<file path="src/rtl/uart_text_bridge.sv">
// rtl/uart_text_bridge.sv - UART byte FIFO replayed as timed key strobes for the text screen generator
// Optional feature macro: UART_TEXT_CTRL_MAP_EN (maps BS/DEL to left, CR/LF to down)

module uart_text_bridge #(
    parameter int DEPTH       = 16,
    parameter int HOLD_CYCLES = 2_000_000,
    parameter int GAP_CYCLES  = 2_000_000
) (
    input  logic                     clk,
    input  logic                     reset,
    input  logic [7:0]               rx_data,
    input  logic                     rx_valid,
    output logic [6:0]               char_out,
    output logic                     set,
    output logic                     left,
    output logic                     down,
    output logic [$clog2(DEPTH):0]   fifo_count,
    output logic                     overflow,
    output logic                     busy
);

    localparam int AW   = $clog2(DEPTH);
    localparam int CMAX = (HOLD_CYCLES > GAP_CYCLES) ? HOLD_CYCLES : GAP_CYCLES;
    localparam int CW   = (CMAX > 1) ? $clog2(CMAX) : 1;

    typedef enum logic [1:0] {
        IDLE = 2'd0,
        HOLD = 2'd1,
        GAP  = 2'd2
    } state_t;

    state_t          state;
    logic [CW-1:0]   cnt;

    logic [7:0]      mem [DEPTH];
    logic [AW-1:0]   wr_ptr;
    logic [AW-1:0]   rd_ptr;
    logic [AW:0]     count;

    logic            empty;
    logic            full;
    logic            pop;
    logic            push;
    logic [7:0]      head;
    logic            is_print;

    assign empty    = (count == '0);
    assign full     = (count == (AW+1)'(DEPTH));
    // A pop frees a slot in the same cycle, so a write while full is still taken then
    assign pop      = (state == IDLE) && !empty;
    assign push     = rx_valid && (!full || pop);
    assign head     = mem[rd_ptr];
    assign is_print = (head >= 8'h20) && (head <= 8'h7E);

    assign fifo_count = count;
    assign busy       = (state != IDLE) || !empty;

`ifdef UART_TEXT_CTRL_MAP_EN
    logic left_q;
    logic down_q;
    logic is_left;
    logic is_down;

    assign is_left = (head == 8'h08) || (head == 8'h7F);
    assign is_down = (head == 8'h0D) || (head == 8'h0A);
    assign left    = left_q;
    assign down    = down_q;
`else
    assign left = 1'b0;
    assign down = 1'b0;
`endif

    // Byte storage; contents need no reset because the pointers define validity
    always_ff @(posedge clk) begin
        if (push) begin
            mem[wr_ptr] <= rx_data;
        end
    end

    // Pointers and occupancy; pointers wrap naturally since DEPTH is a power of two
    always_ff @(posedge clk or negedge reset) begin
        if (!reset) begin
            wr_ptr <= '0;
            rd_ptr <= '0;
            count  <= '0;
        end else begin
            if (push) begin
                wr_ptr <= wr_ptr + 1'b1;
            end
            if (pop) begin
                rd_ptr <= rd_ptr + 1'b1;
            end
            case ({push, pop})
                2'b10:   count <= count + 1'b1;
                2'b01:   count <= count - 1'b1;
                default: count <= count;
            endcase
        end
    end

    // Sticky loss flag: a byte arrived with no room and no pop to make room
    always_ff @(posedge clk or negedge reset) begin
        if (!reset) begin
            overflow <= 1'b0;
        end else if (rx_valid && full && !pop) begin
            overflow <= 1'b1;
        end
    end

    // Replay FSM: pop and classify in IDLE, hold one strobe, then enforce a quiet gap
    always_ff @(posedge clk or negedge reset) begin
        if (!reset) begin
            state    <= IDLE;
            cnt      <= '0;
            char_out <= '0;
            set      <= 1'b0;
`ifdef UART_TEXT_CTRL_MAP_EN
            left_q   <= 1'b0;
            down_q   <= 1'b0;
`endif
        end else begin
            case (state)
                IDLE: begin
                    if (pop) begin
                        if (is_print) begin
                            char_out <= head[6:0];
                            set      <= 1'b1;
                            cnt      <= CW'(HOLD_CYCLES - 1);
                            state    <= HOLD;
                        end
`ifdef UART_TEXT_CTRL_MAP_EN
                        else if (is_left) begin
                            left_q <= 1'b1;
                            cnt    <= CW'(HOLD_CYCLES - 1);
                            state  <= HOLD;
                        end else if (is_down) begin
                            down_q <= 1'b1;
                            cnt    <= CW'(HOLD_CYCLES - 1);
                            state  <= HOLD;
                        end
`endif
                    end
                end
                HOLD: begin
                    if (cnt == '0) begin
                        set   <= 1'b0;
`ifdef UART_TEXT_CTRL_MAP_EN
                        left_q <= 1'b0;
                        down_q <= 1'b0;
`endif
                        cnt   <= CW'(GAP_CYCLES - 1);
                        state <= GAP;
                    end else begin
                        cnt <= cnt - 1'b1;
                    end
                end
                GAP: begin
                    if (cnt == '0) begin
                        state <= IDLE;
                    end else begin
                        cnt <= cnt - 1'b1;
                    end
                end
                default: begin
                    state <= IDLE;
                end
            endcase
        end
    end

endmodule

</file>
<file path="config.mk">
export PLATFORM = sky130hd
export DESIGN_NAME = uart_text_bridge
export DESIGN_NICKNAME = d
export VERILOG_FILES = /design/src/rtl/uart_text_bridge.sv
export SDC_FILE = /design/constraint.sdc
export NUM_CORES = 1
export LEC_CHECK = 0
export BUFFER_PORTS_ARGS = -buffer_cell sky130_fd_sc_hd__buf_2
export CAP_MARGIN = 10
export CORE_MARGIN = 2
export CORE_UTILIZATION = 54
export DETAILED_ROUTE_END_ITERATION = 8
export PLACE_DENSITY = 0.74
export SLEW_MARGIN = 15
export SYNTH_ARGS = -nofsm -noshare
export SYNTH_HDL_FRONTEND = slang
export SYNTH_SLANG_ARGS = --single-unit
export TNS_END_PERCENT = 20
</file>
<file path="constraint.sdc">
create_clock -name clk -period 2.61 [get_ports clk]
set_input_delay 0.1305 -clock clk [delete_from_list [all_inputs] [get_ports clk]]
set_output_delay 0.1305 -clock clk [all_outputs]
set_load 0.1 [all_outputs]
</file>
==> run metrics, run 1 <==
Synth Flop Type edfxtp_1; Final #Nets between 600 and 700; Via density around 6.1; reg-to-reg endpoint cnt[20]; most area-consuming cells after synthesis edfxtp_1 50%, dfrtp_1 15%, mux4_2 8.3%, ha_1 2.5%, o21ai_0 2.2%; DP HPWL roughly 11,000 µm; Filler cells around 840; global-route wire length before repair approximately 27,000 µm; Residual DRC 0; DIE AREA 0.0151 mm²; IO buf count 25; ANT cells 0; Final Setup Violations 30; initial antenna violation count 0; Final Hold Viols 0; Place WS -353 ps; vias in the first global route around 5,000; R2R Setup Slk -160 ps; die extent in x about 120 µm; end point of the critical path cnt[20]; H-tree levels 4; Synth Register Bits 173; WL per Instance ~22 µm; number of synthesized flops with an enable pin 128; CP Capture Type register; Mean Syn Cell Area around 15 µm²; CP startpoint rd_ptr[0]; fmax ~360 MHz; worst-skew pair later-pin latency ~430 ps; final global-route overflow total 0; most common cell in the netlist edfxtp_1; peak supply drop ~790 µV; core area roughly 0.014 mm²; R2R depth 11; clock slew at reported path FFs 70 ps; CTS tree done; Max-Cap Viols 0; Die Y-Extent approximately 120 µm; clock root cell clkbuf_16; post-placement cell area roughly 0.0084 mm²; Top Ports 28; GRT Total Usage 0.246; synthesized cell area approximately 0.0076 mm²; DRT iter0 DRCs between 400 and 500; Num Clock Sinks around 170; Post-Synthesis Cells slightly below 500; crit path cell chain buf_12 -> mux4_2 -> a22oi_2 -> nand2_2 -> buf_6 -> o2111ai_4 -> buf_6 -> a22o_4 -> buf_6 -> nor3_1 -> o22a_1; Final WS setup -158 ps; critical path depth in cells 11; largest net degree at the start of global routing 35; most frequent cells after synthesis 128 x edfxtp_1, 45 x dfrtp_1, 34 x o21ai_0; post-synth top area cell edfxtp_1; max-slew violations 0; crit path buf inv count 4; Worst Path Max Fanout 8; vias 4,849; setup TNS -2930 ps; initial core utilization 0.553; Slew HR 0.459; leakage power 3.56 nW; PwrDens approximately 1400 mW/mm²; Worst Skew 8.02 ps; sequential share of the synthesized area 0.650; final non-filler cell area ~0.0094 mm²; worst setup path category register to register; CTS Buf Count 17; final WL between 15,000 and 20,000 µm; largest delay contributor family on the critical path compound AO/OA/AOI/OAI gates; post-route minimum period 2770 ps; slowest stage delay, CP roughly 510 ps; clock buffer depth 2; layout cell share with drive strength beyond 1 0.397; async set-or-reset flop fraction in the synthesized netlist 0.260; failing checks negative setup slack; Worst Tran Pin Value ~810 ps; final worst-path cycle share 1.06; DRT Pass-1 Iters 6; Crit-path slowest cell mux4_2; placer's final routability congestion estimate roughly 0.86; Worst EP required between 2000 and 3000 ps; YS warnings 0; RSZ-0062 raised after global routing yes; CP Data Arrival Time just over 3000 ps; Synth top area share 0.503; Synth cell types 62; r2r startpoint rd_ptr[0]; row cnt 43; crit start category register; Area growth, synth to finish 23.6%; status finished with violations; Routed Antenna Nets 0; Min-Delay Path Class primary input to register; crit-path most repeated cell buf_6
==> timing repair <==
action	CTS	global route
setup buffers	24	3
gates resized for setup	57	18
hold buffers	2	0
cloned	2	0
pin swaps	23	19
endpoints found under the hold margin	34	0
setup endpoints to repair	30	31
==> flip-flops by register name (all words and copies together) (netlist names) <==
name / count
mem: 128
rd_ptr: 4
wr_ptr: 4
fifo_count: 5
state: 2
cnt: 21
overflow: 1
char_out: 7
set: 1
==> routing by layer <==
layer / track usage / vias up / share of wire / routed length [µm]
li1: - / 2131 / - / -
met1: 0.316 / 2476 / 0.40 / 6860
met2: 0.418 / 205 / 0.52 / 8940
met3: 0.0544 / 37 / 0.063 / 1080
met4: 0.0866 / 0 / 0.025 / 440
met5: 0 / - / 0 / 0
==> area by class of cell <==
class	instances	area (µm²)	share of cell area
clock buffers	19	433	0.0458
clock inverters	13	109	0.0115
inverters	16	62.6	0.00662
multi-input cells	283	2750	0.291
flip-flops and latches	173	4990	0.528
well taps	180	225	0.0238
repair buffers	108	886	0.0938
==> placed cells by master (no fill, tap or decap), drive strengths merged, types with 4 or more instances in the layout <==
master  synthesis  final
inv            16     21
or2             4      4
a31oi           5      5
and2           21     21
a21oi          10     10
o41ai           6      6
edfxtp        128    128
dfrtp          45     45
o22a            4      4
o21ai          39     39
xor2            4      4
nand2          21     21
clkbuf          7     19
o31ai           5      5
nor4            5      5
xnor2           7      7
nor2           27     27
clkinv          0      7
nor3           12     12
mux4           33     33
a22oi          12     12
ha             15     15
buf            18    106
mux2           11     11
==> worst min path at each step <==
stage / depth (start not counted) / from / slack (ps) / endpoint
final: 1 / rx_data[3] / 80 / mem[2][3]
after global routing: 1 / rx_data[3] / 80 / mem[9][3]
after CTS: 1 / rx_data[3] / 70 / mem[9][3]
after detailed placement: 1 / reset / 280 / char_out[2]
after global placement: 1 / reset / 260 / char_out[6]
after floorplan: 0 / reset / -170 / char_out[0]
==> cells by family (layout without fill, tap and decap cells) <==
family	count (synthesis)	count (layout)	share of synthesized area
buf+inv	41	156	0.0280
xor+xnor	11	11	0.0126
compound gates	98	98	0.0876
other cells	1	2	0.000491
fa+ha+maj	16	16	0.0272
mux	45	45	0.117
flops	173	173	0.650
simple gates	111	111	0.0768
==> per-stage QoR <==
step                      cells  hold WS [ps]  power, W  utilization
after floorplan             497          -165   0.00754            -
after global placement      731           260   0.00894        0.604
after detailed placement    731           278   0.00914        0.604
after CTS                   791          74.3    0.0128        0.680
after global routing        792          82.8    0.0135        0.683
final                       792          83.0    0.0129        0.683
==> power breakdown <==
| part | switching [W] | internal [W] | total (W) | leakage, nW |
|---|---|---|---|---|
| Clock | 0.00109 | 0.00124 | 0.00233 | 0.264 |
| Combinational | 0.00363 | 0.00311 | 0.00674 | 1.61 |
| Sequential | 0.000381 | 0.00349 | 0.00387 | 1.69 |
| Total | 0.00510 | 0.00784 | 0.0129 | 3.56 |
Note: power is estimated with default switching activity, not from simulation.
==> inputs of run 2 (changes only) <==
--- a/config.mk
+++ b/config.mk
@@ -7,10 +7,10 @@
 export LEC_CHECK = 0
 export BUFFER_PORTS_ARGS = -buffer_cell sky130_fd_sc_hd__buf_2
 export CAP_MARGIN = 10
-export CORE_MARGIN = 2
-export CORE_UTILIZATION = 54
+export CORE_MARGIN = 1
+export CORE_UTILIZATION = 56
 export DETAILED_ROUTE_END_ITERATION = 8
-export PLACE_DENSITY = 0.74
+export PLACE_DENSITY = 0.76
 export SLEW_MARGIN = 15
 export SYNTH_ARGS = -nofsm -noshare
 export SYNTH_HDL_FRONTEND = slang
==> run metrics, run 2 (same netlist as run 1, synthesis figures left out) <==
busiest grt layer met2; status finished with violations; r2r startpoint rd_ptr[0]; largest registers mem: 128 flops, cnt: 21 flops, char_out: 7 flops; R2R depth 8 (-3); Area growth, synth to finish 24.2%; Residual DRC 0 (unchanged); Routed Antenna Nets 0 (unchanged); DRT iter0 DRCs 470 (-4.3%); Crit-path slowest cell mux4_2; Final Hold Viols 0 (unchanged); met2 Use GR 0.433 (+0.0153); final global-route overflow total 0 (unchanged); Comb power frac 0.514 (-0.007); row cnt 42 (-2.3%); Max-Cap Viols 0 (unchanged); H-tree levels 4 (unchanged); placer's final routability congestion estimate 0.905 (+5.0%); layout cell share with drive strength beyond 1 0.397 (about the same); vias 4,835 (-0.29%); setup TNS -3460 ps (-532 ps); Top Ports 28 (unchanged); max-slew violations 0 (unchanged); Num Clock Sinks 173 (unchanged); CP startpoint rd_ptr[0]; placed cell count 727 (-0.55%); switching share of power 0.398 (+0.00359); slowest stage delay, CP 550 ps (+40 ps); peak supply drop 697 µV (-12%); Finished Layout Cells 785 (-0.88%); GRT Total Usage 0.270 (+0.0241); Worst Skew 11.1 ps (+3.07 ps); Net Sw Power 0.00524 W (+2.6%); failing checks negative setup slack; max reg flops 128 (unchanged); IO buf count 25 (unchanged); CTS Buf Count 17 (unchanged); clock root cell clkbuf_16; GR Layer Usage met3 0.0613 (+0.00687); PwrDens 1390 mW/mm² (+1.2%); R2R Setup Slk -180 ps (-20 ps); CP Capture Type register; clock buffer depth 2 (unchanged); worst hold stages 1 (unchanged); Via density 6.16 (+0.60%); final worst-path cycle share 1.07 (+0.00949); worst-skew pair later-pin latency 440 ps (about the same); crit start category register; Final Setup Violations 30 (unchanged); leakage power 3.59 nW (+0.74%); core area 0.0133 mm² (-3.8%); initial core utilization 0.575 (+0.0221); post-placement cell area 0.00837 mm² (+0.24%); Final WS setup -183 ps (-24.8 ps); Final #Nets 624 (-0.32%); DIE AREA 0.0141 mm² (-6.6%); fmax 358 MHz (-0.89%); most common cell after layout, fill and taps aside edfxtp_1; vias in the first global route 4,974 (-0.60%); reg-to-reg endpoint cnt[0]; DRT Pass-1 Iters 6 (unchanged); initial antenna violation count 0 (unchanged); clock power share 0.192 (+0.012); final non-filler cell area 0.00950 mm² (+0.53%); Die Y-Extent 119 µm (-3.4%); Worst EP required 2930 ps (about the same); Slew HR 0.505 (+0.0461); overall power 0.0132 W (+1.7%); Min-Delay Path Class primary input to register; global-route wire length before repair 27,800 µm (+2.2%); clock slew at reported path FFs 70 ps (about the same); leading cell types in the layout, fill and taps excluded 128 x edfxtp_1, 60 x buf_4, 39 x dfrtp_1; Biggest register mem; P_int 0.00793 W (+1.1%); Filler cells 790 (-6.4%); ANT cells 0 (unchanged); CP Data Arrival Time 3120 ps (+40 ps); WL per Instance 22.7 µm (+4.0%); crit path cell chain buf_6 -> buf_12 -> mux4_2 -> mux4_2 -> and4_4 -> a22o_4 -> nor2_4 -> mux2_4; final WL 17,900 µm (+3.1%); crit-path most repeated cell mux4_2; DP HPWL 10,500 µm (-1.9%); end point of the critical path cnt[0]; met1 GRT Util 0.357 (+0.0416); post-route minimum period 2790 ps (+24.8 ps); die extent in x 119 µm (-3.4%); RSZ-0062 raised after global routing yes; Worst Path Max Fanout 5 (-3); sequential share of power 0.294 (-0.005); CTS tree done; worst setup path category register to register; largest net degree at the start of global routing 31 (-11%); Worst Tran Pin Value 742 ps (-69.1 ps)
## run 2: changes by cell type in the layout (fill, tap and decap cells not counted), moves of 2 or more
| cell | change |
|---|---|
| a22oi_1 | +3 |
| buf_16 | +3 |
| and2_1 | -2 |
| o41ai_4 | -2 |
| clkinv_4 | -3 |
| buf_4 | -4 |
| and2_4 | +2 |
| o21ai_4 | +2 |
| inv_8 | +4 |
| o41ai_2 | +2 |
| o21ai_2 | +5 |
| a22oi_2 | -3 |
| o21ai_1 | -2 |
| o21ai_0 | -5 |
## run 2: per-stage QoR
stage / utilization / hold WS (ps) / worst slack, ps
2_1_floorplan: - / -165 / -22.2
3_3_place_gp: 0.630 / 215 / -205
3_5_place_dp: 0.630 / 221 / -322
4_1_cts: 0.709 / 45.5 / -107
5_1_grt: 0.714 / 72.6 / -230
6_report: 0.714 / 59.7 / -183
## run 2: routing by layer
layer,vias up,wire [µm]
li1,2127,-
met1,2447,7520
met2,211,8770
met3,50,1060
met4,0,500
met5,-,0
## run 2: power by group through the flow
| stage | registers (W) | clock network [W] | logic, W |
|---|---|---|---|
| CTS | 0.00385 | 0.00254 | 0.00649 |
| global route | 0.00391 | 0.00265 | 0.00713 |
| floorplan | 0.00456 | 0 | 0.00297 |
| global placement | 0.00386 | 0 | 0.00508 |
| detailed placement | 0.00390 | 0 | 0.00524 |
| finish | 0.00387 | 0.00253 | 0.00677 |
## run 2: how the worst min path moves through the flow
stage	startpoint	to	slack, ps
floorplan	reset	char_out[0]	-170
global placement	reset	char_out[0]	210
detailed placement	reset	char_out[5]	220
CTS	rx_data[6]	mem[2][6]	50
global route	rx_data[5]	mem[4][5]	70
finish	rx_data[6]	mem[2][6]	60
## run 2: timing repair
item                                    in CTS  in global routing
pin swaps                                   23                 12
buffers inserted                            21                  2
hold buffers                                 2                  0
endpoints found under the setup margin      31                 32
endpoints found under the hold margin       30                  0
gates cloned                                 3                  0
resized for setup                           64                 16
## run 2: layout make-up
class	instances	area (µm²)	share of cell area
multi-input combinational	283	2730	0.287
clock buffer	18	429	0.0452
sequential	173	4980	0.525
timing repair buffer	106	923	0.0972
tap	176	220	0.0232
clock inverter	13	149	0.0157
inverter	16	62.6	0.00659
## run 2: worst max-delay path, delay by kind of cell, from the launching register on
| kind | cells | cell delay [ps] |
|---|---|---|
| muxes | 3 | 1390 |
| DFF | 1 | 420 |
| and+or+nand+nor | 2 | 320 |
| AOI/OAI and AO/OA | 1 | 280 |
| buffers and inverters | 2 | 270 |
==> inputs of run 3 (changes only) <==
--- a/config.mk
+++ b/config.mk
@@ -8,9 +8,9 @@
 export BUFFER_PORTS_ARGS = -buffer_cell sky130_fd_sc_hd__buf_2
 export CAP_MARGIN = 10
 export CORE_MARGIN = 1
-export CORE_UTILIZATION = 56
+export CORE_UTILIZATION = 35
 export DETAILED_ROUTE_END_ITERATION = 8
-export PLACE_DENSITY = 0.76
+export REMOVE_ABC_BUFFERS = 1
 export SLEW_MARGIN = 15
 export SYNTH_ARGS = -nofsm -noshare
 export SYNTH_HDL_FRONTEND = slang
==> run metrics, run 3 (same netlist as run 1, synthesis figures left out) <==
P_int 0.00769 W (-3.0%); Max-Cap Viols 0 (unchanged); leakage power 3.55 nW (-0.96%); Worst Path Max Fanout 6 (+1); Comb power frac 0.489 (-0.025); final worst-path cycle share 1.06 (-0.00920); Place WS -324 ps (-2.66 ps); leading cell types in the layout, fill and taps excluded 128 x edfxtp_1, 61 x buf_4, 44 x dfrtp_1; IO buf count 25 (unchanged); worst setup path category register to register; final non-filler cell area 0.00951 mm² (about the same); largest net degree at the start of global routing 29 (-6.5%); CTS tree done; slowest stage delay, CP 540 ps (about the same); end point of the critical path cnt[0]; failing checks negative setup slack; crit path buf inv count 3 (+1); Worst Tran Pin Value 755 ps (+13.6 ps); initial antenna violation count 0 (unchanged); critical path depth in cells 10 (+2); Biggest register mem; ANT cells 0 (unchanged); row cnt 53 (+26%); Final WS setup -159 ps (+24.0 ps); Num Clock Sinks 173 (unchanged); DP HPWL 11,500 µm (+9.4%); crit path cell chain buf_12 -> buf_12 -> mux4_2 -> a22oi_2 -> nand2_2 -> and4_4 -> buf_6 -> a22o_4 -> nor2_4 -> mux2_4; Min-Delay Path Class primary input to register; global-route wire length before repair 26,500 µm (-4.6%); CP Capture Type register; Via density 5.21 (-15%); crit start category register; vias 4,583 (-5.2%); Worst Skew 9.50 ps (-1.59 ps); Net Sw Power 0.00494 W (-5.7%); RSZ-0062 raised after global routing yes; crit-path most repeated cell buf_12; vias in the first global route 4,716 (-5.2%); Worst EP required 2920 ps (about the same); switching share of power 0.391 (-0.00693); CP startpoint rd_ptr[0]; placed cell count 834 (+15%); R2R depth 10 (+2); PwrDens 1330 mW/mm² (-4.2%); r2r startpoint rd_ptr[0]; DRT iter0 DRCs 275 (-41%); hold slack 71.5 ps (+11.8 ps); max reg flops 128 (unchanged); clock slew at reported path FFs 70 ps (about the same); CTS Buf Count 17 (unchanged); R2R Setup Slk -160 ps (+20 ps); core area 0.0212 mm² (+60%); peak supply drop 653 µV (-6.3%); WL per Instance 19.7 µm (-14%); clock power share 0.210 (+0.018); largest registers mem: 128 flops, cnt: 21 flops, char_out: 7 flops; largest delay contributor family on the critical path multiplexers; clock root cell clkbuf_16; final global-route overflow total 0 (unchanged); Final #Nets 618 (-0.96%); Final Setup Violations 30 (unchanged); clock buffer depth 2 (unchanged); Residual DRC 0 (unchanged); sequential share of power 0.301 (+0.007); max-slew violations 0 (unchanged); DRT Pass-1 Iters 4 (-2); die extent in x 150 µm (+26%); H-tree levels 4 (unchanged); status finished with violations; Routed Antenna Nets 0 (unchanged); Top Ports 28 (unchanged); most common cell after layout, fill and taps aside edfxtp_1; Area growth, synth to finish 24.4% (about the same); placer's final routability congestion estimate 0.866 (-4.3%); Finished Layout Cells 879 (+12%); reg-to-reg endpoint cnt[0]; final WL 17,300 µm (-3.2%); GRT Total Usage 0.160 (-0.110); Slew HR 0.496 (-0.00906); fmax 361 MHz (+0.87%); layout cell share with drive strength beyond 1 0.363 (-0.0348); post-route minimum period 2770 ps (-24.0 ps); CP Data Arrival Time 3080 ps (-40 ps); DIE AREA 0.0224 mm² (+59%); Crit-path slowest cell mux4_2; worst-skew pair later-pin latency 430 ps (about the same); initial core utilization 0.360 (-0.215); post-placement cell area 0.00850 mm² (+1.6%); Die Y-Extent 150 µm (+26%); Final Hold Viols 0 (unchanged)
-- run 3: changes by cell type in the layout (fill, tap and decap cells not counted), moves of 4 or more --
cell | before | now
dfrtp_1 | 39 | 44
clkinv_8 | 0 | 4
o21ai_2 | 10 | 6
buf_6 | 8 | 3
-- run 3: routing by layer --
layer | vias up | routed length [µm] | GRT usage
li1 | 2123 | - | -
met1 | 2359 | 7680 | 0.208
met2 | 86 | 8790 | 0.266
met3 | 15 | 639 | 0.0409
met4 | 0 | 168 | 0.0404
met5 | - | 0 | 0
-- run 3: how the worst min path moves through the flow --
| stage | from | endpoint | slack (ps) | cells after the start |
|---|---|---|---|---|
| after detailed placement | reset | state[0] | 230 | 1 |
| after CTS | rx_data[3] | mem[7][3] | 60 | 1 |
| after global placement | reset | rd_ptr[3] | 230 | 1 |
| after global routing | rx_data[2] | mem[4][2] | 70 | 1 |
| after floorplan | reset | char_out[0] | -170 | 0 |
| final | rx_data[2] | mem[4][2] | 70 | 1 |
-- run 3: cell type report --
type                    instances  area [µm²]
clock buffers                  17         425
clock inverters                15         204
fillers                      1872       11700
inverters                      16        60.1
multi-input cells             283        2680
flip-flops and latches        173        4970
well taps                     275         344
repair buffers                100         817
-- run 3: timing repair --
action | in CTS | in global routing
endpoints found under the setup margin | 30 | 32
setup buffers | 3 | 8
hold buffers | 2 | 0
resized for setup | 18 | 44
cloned | 0 | 1
pin swaps | 4 | 20
endpoints found under the hold margin | 28 | 0
-- run 3: metrics by stage --
| step | total power [W] | TNS, ps | utilization |
|---|---|---|---|
| after CTS | 0.0121 | -1880 | 0.437 |
| after floorplan | 0.00723 | -22990 | - |
| after global routing | 0.0133 | -4880 | 0.448 |
| after global placement | 0.00907 | -4330 | 0.401 |
| final | 0.0126 | -2040 | 0.448 |
| after detailed placement | 0.00922 | -5600 | 0.401 |
-- run 3: power groups by stage --
stage               combinational [W]  sequential [W]  clock (W)
floorplan                     0.00249         0.00473          0
global placement              0.00527         0.00380          0
detailed placement            0.00539         0.00383          0
CTS                           0.00564         0.00378    0.00270
global route                  0.00663         0.00386    0.00281
finish                        0.00618         0.00380    0.00265
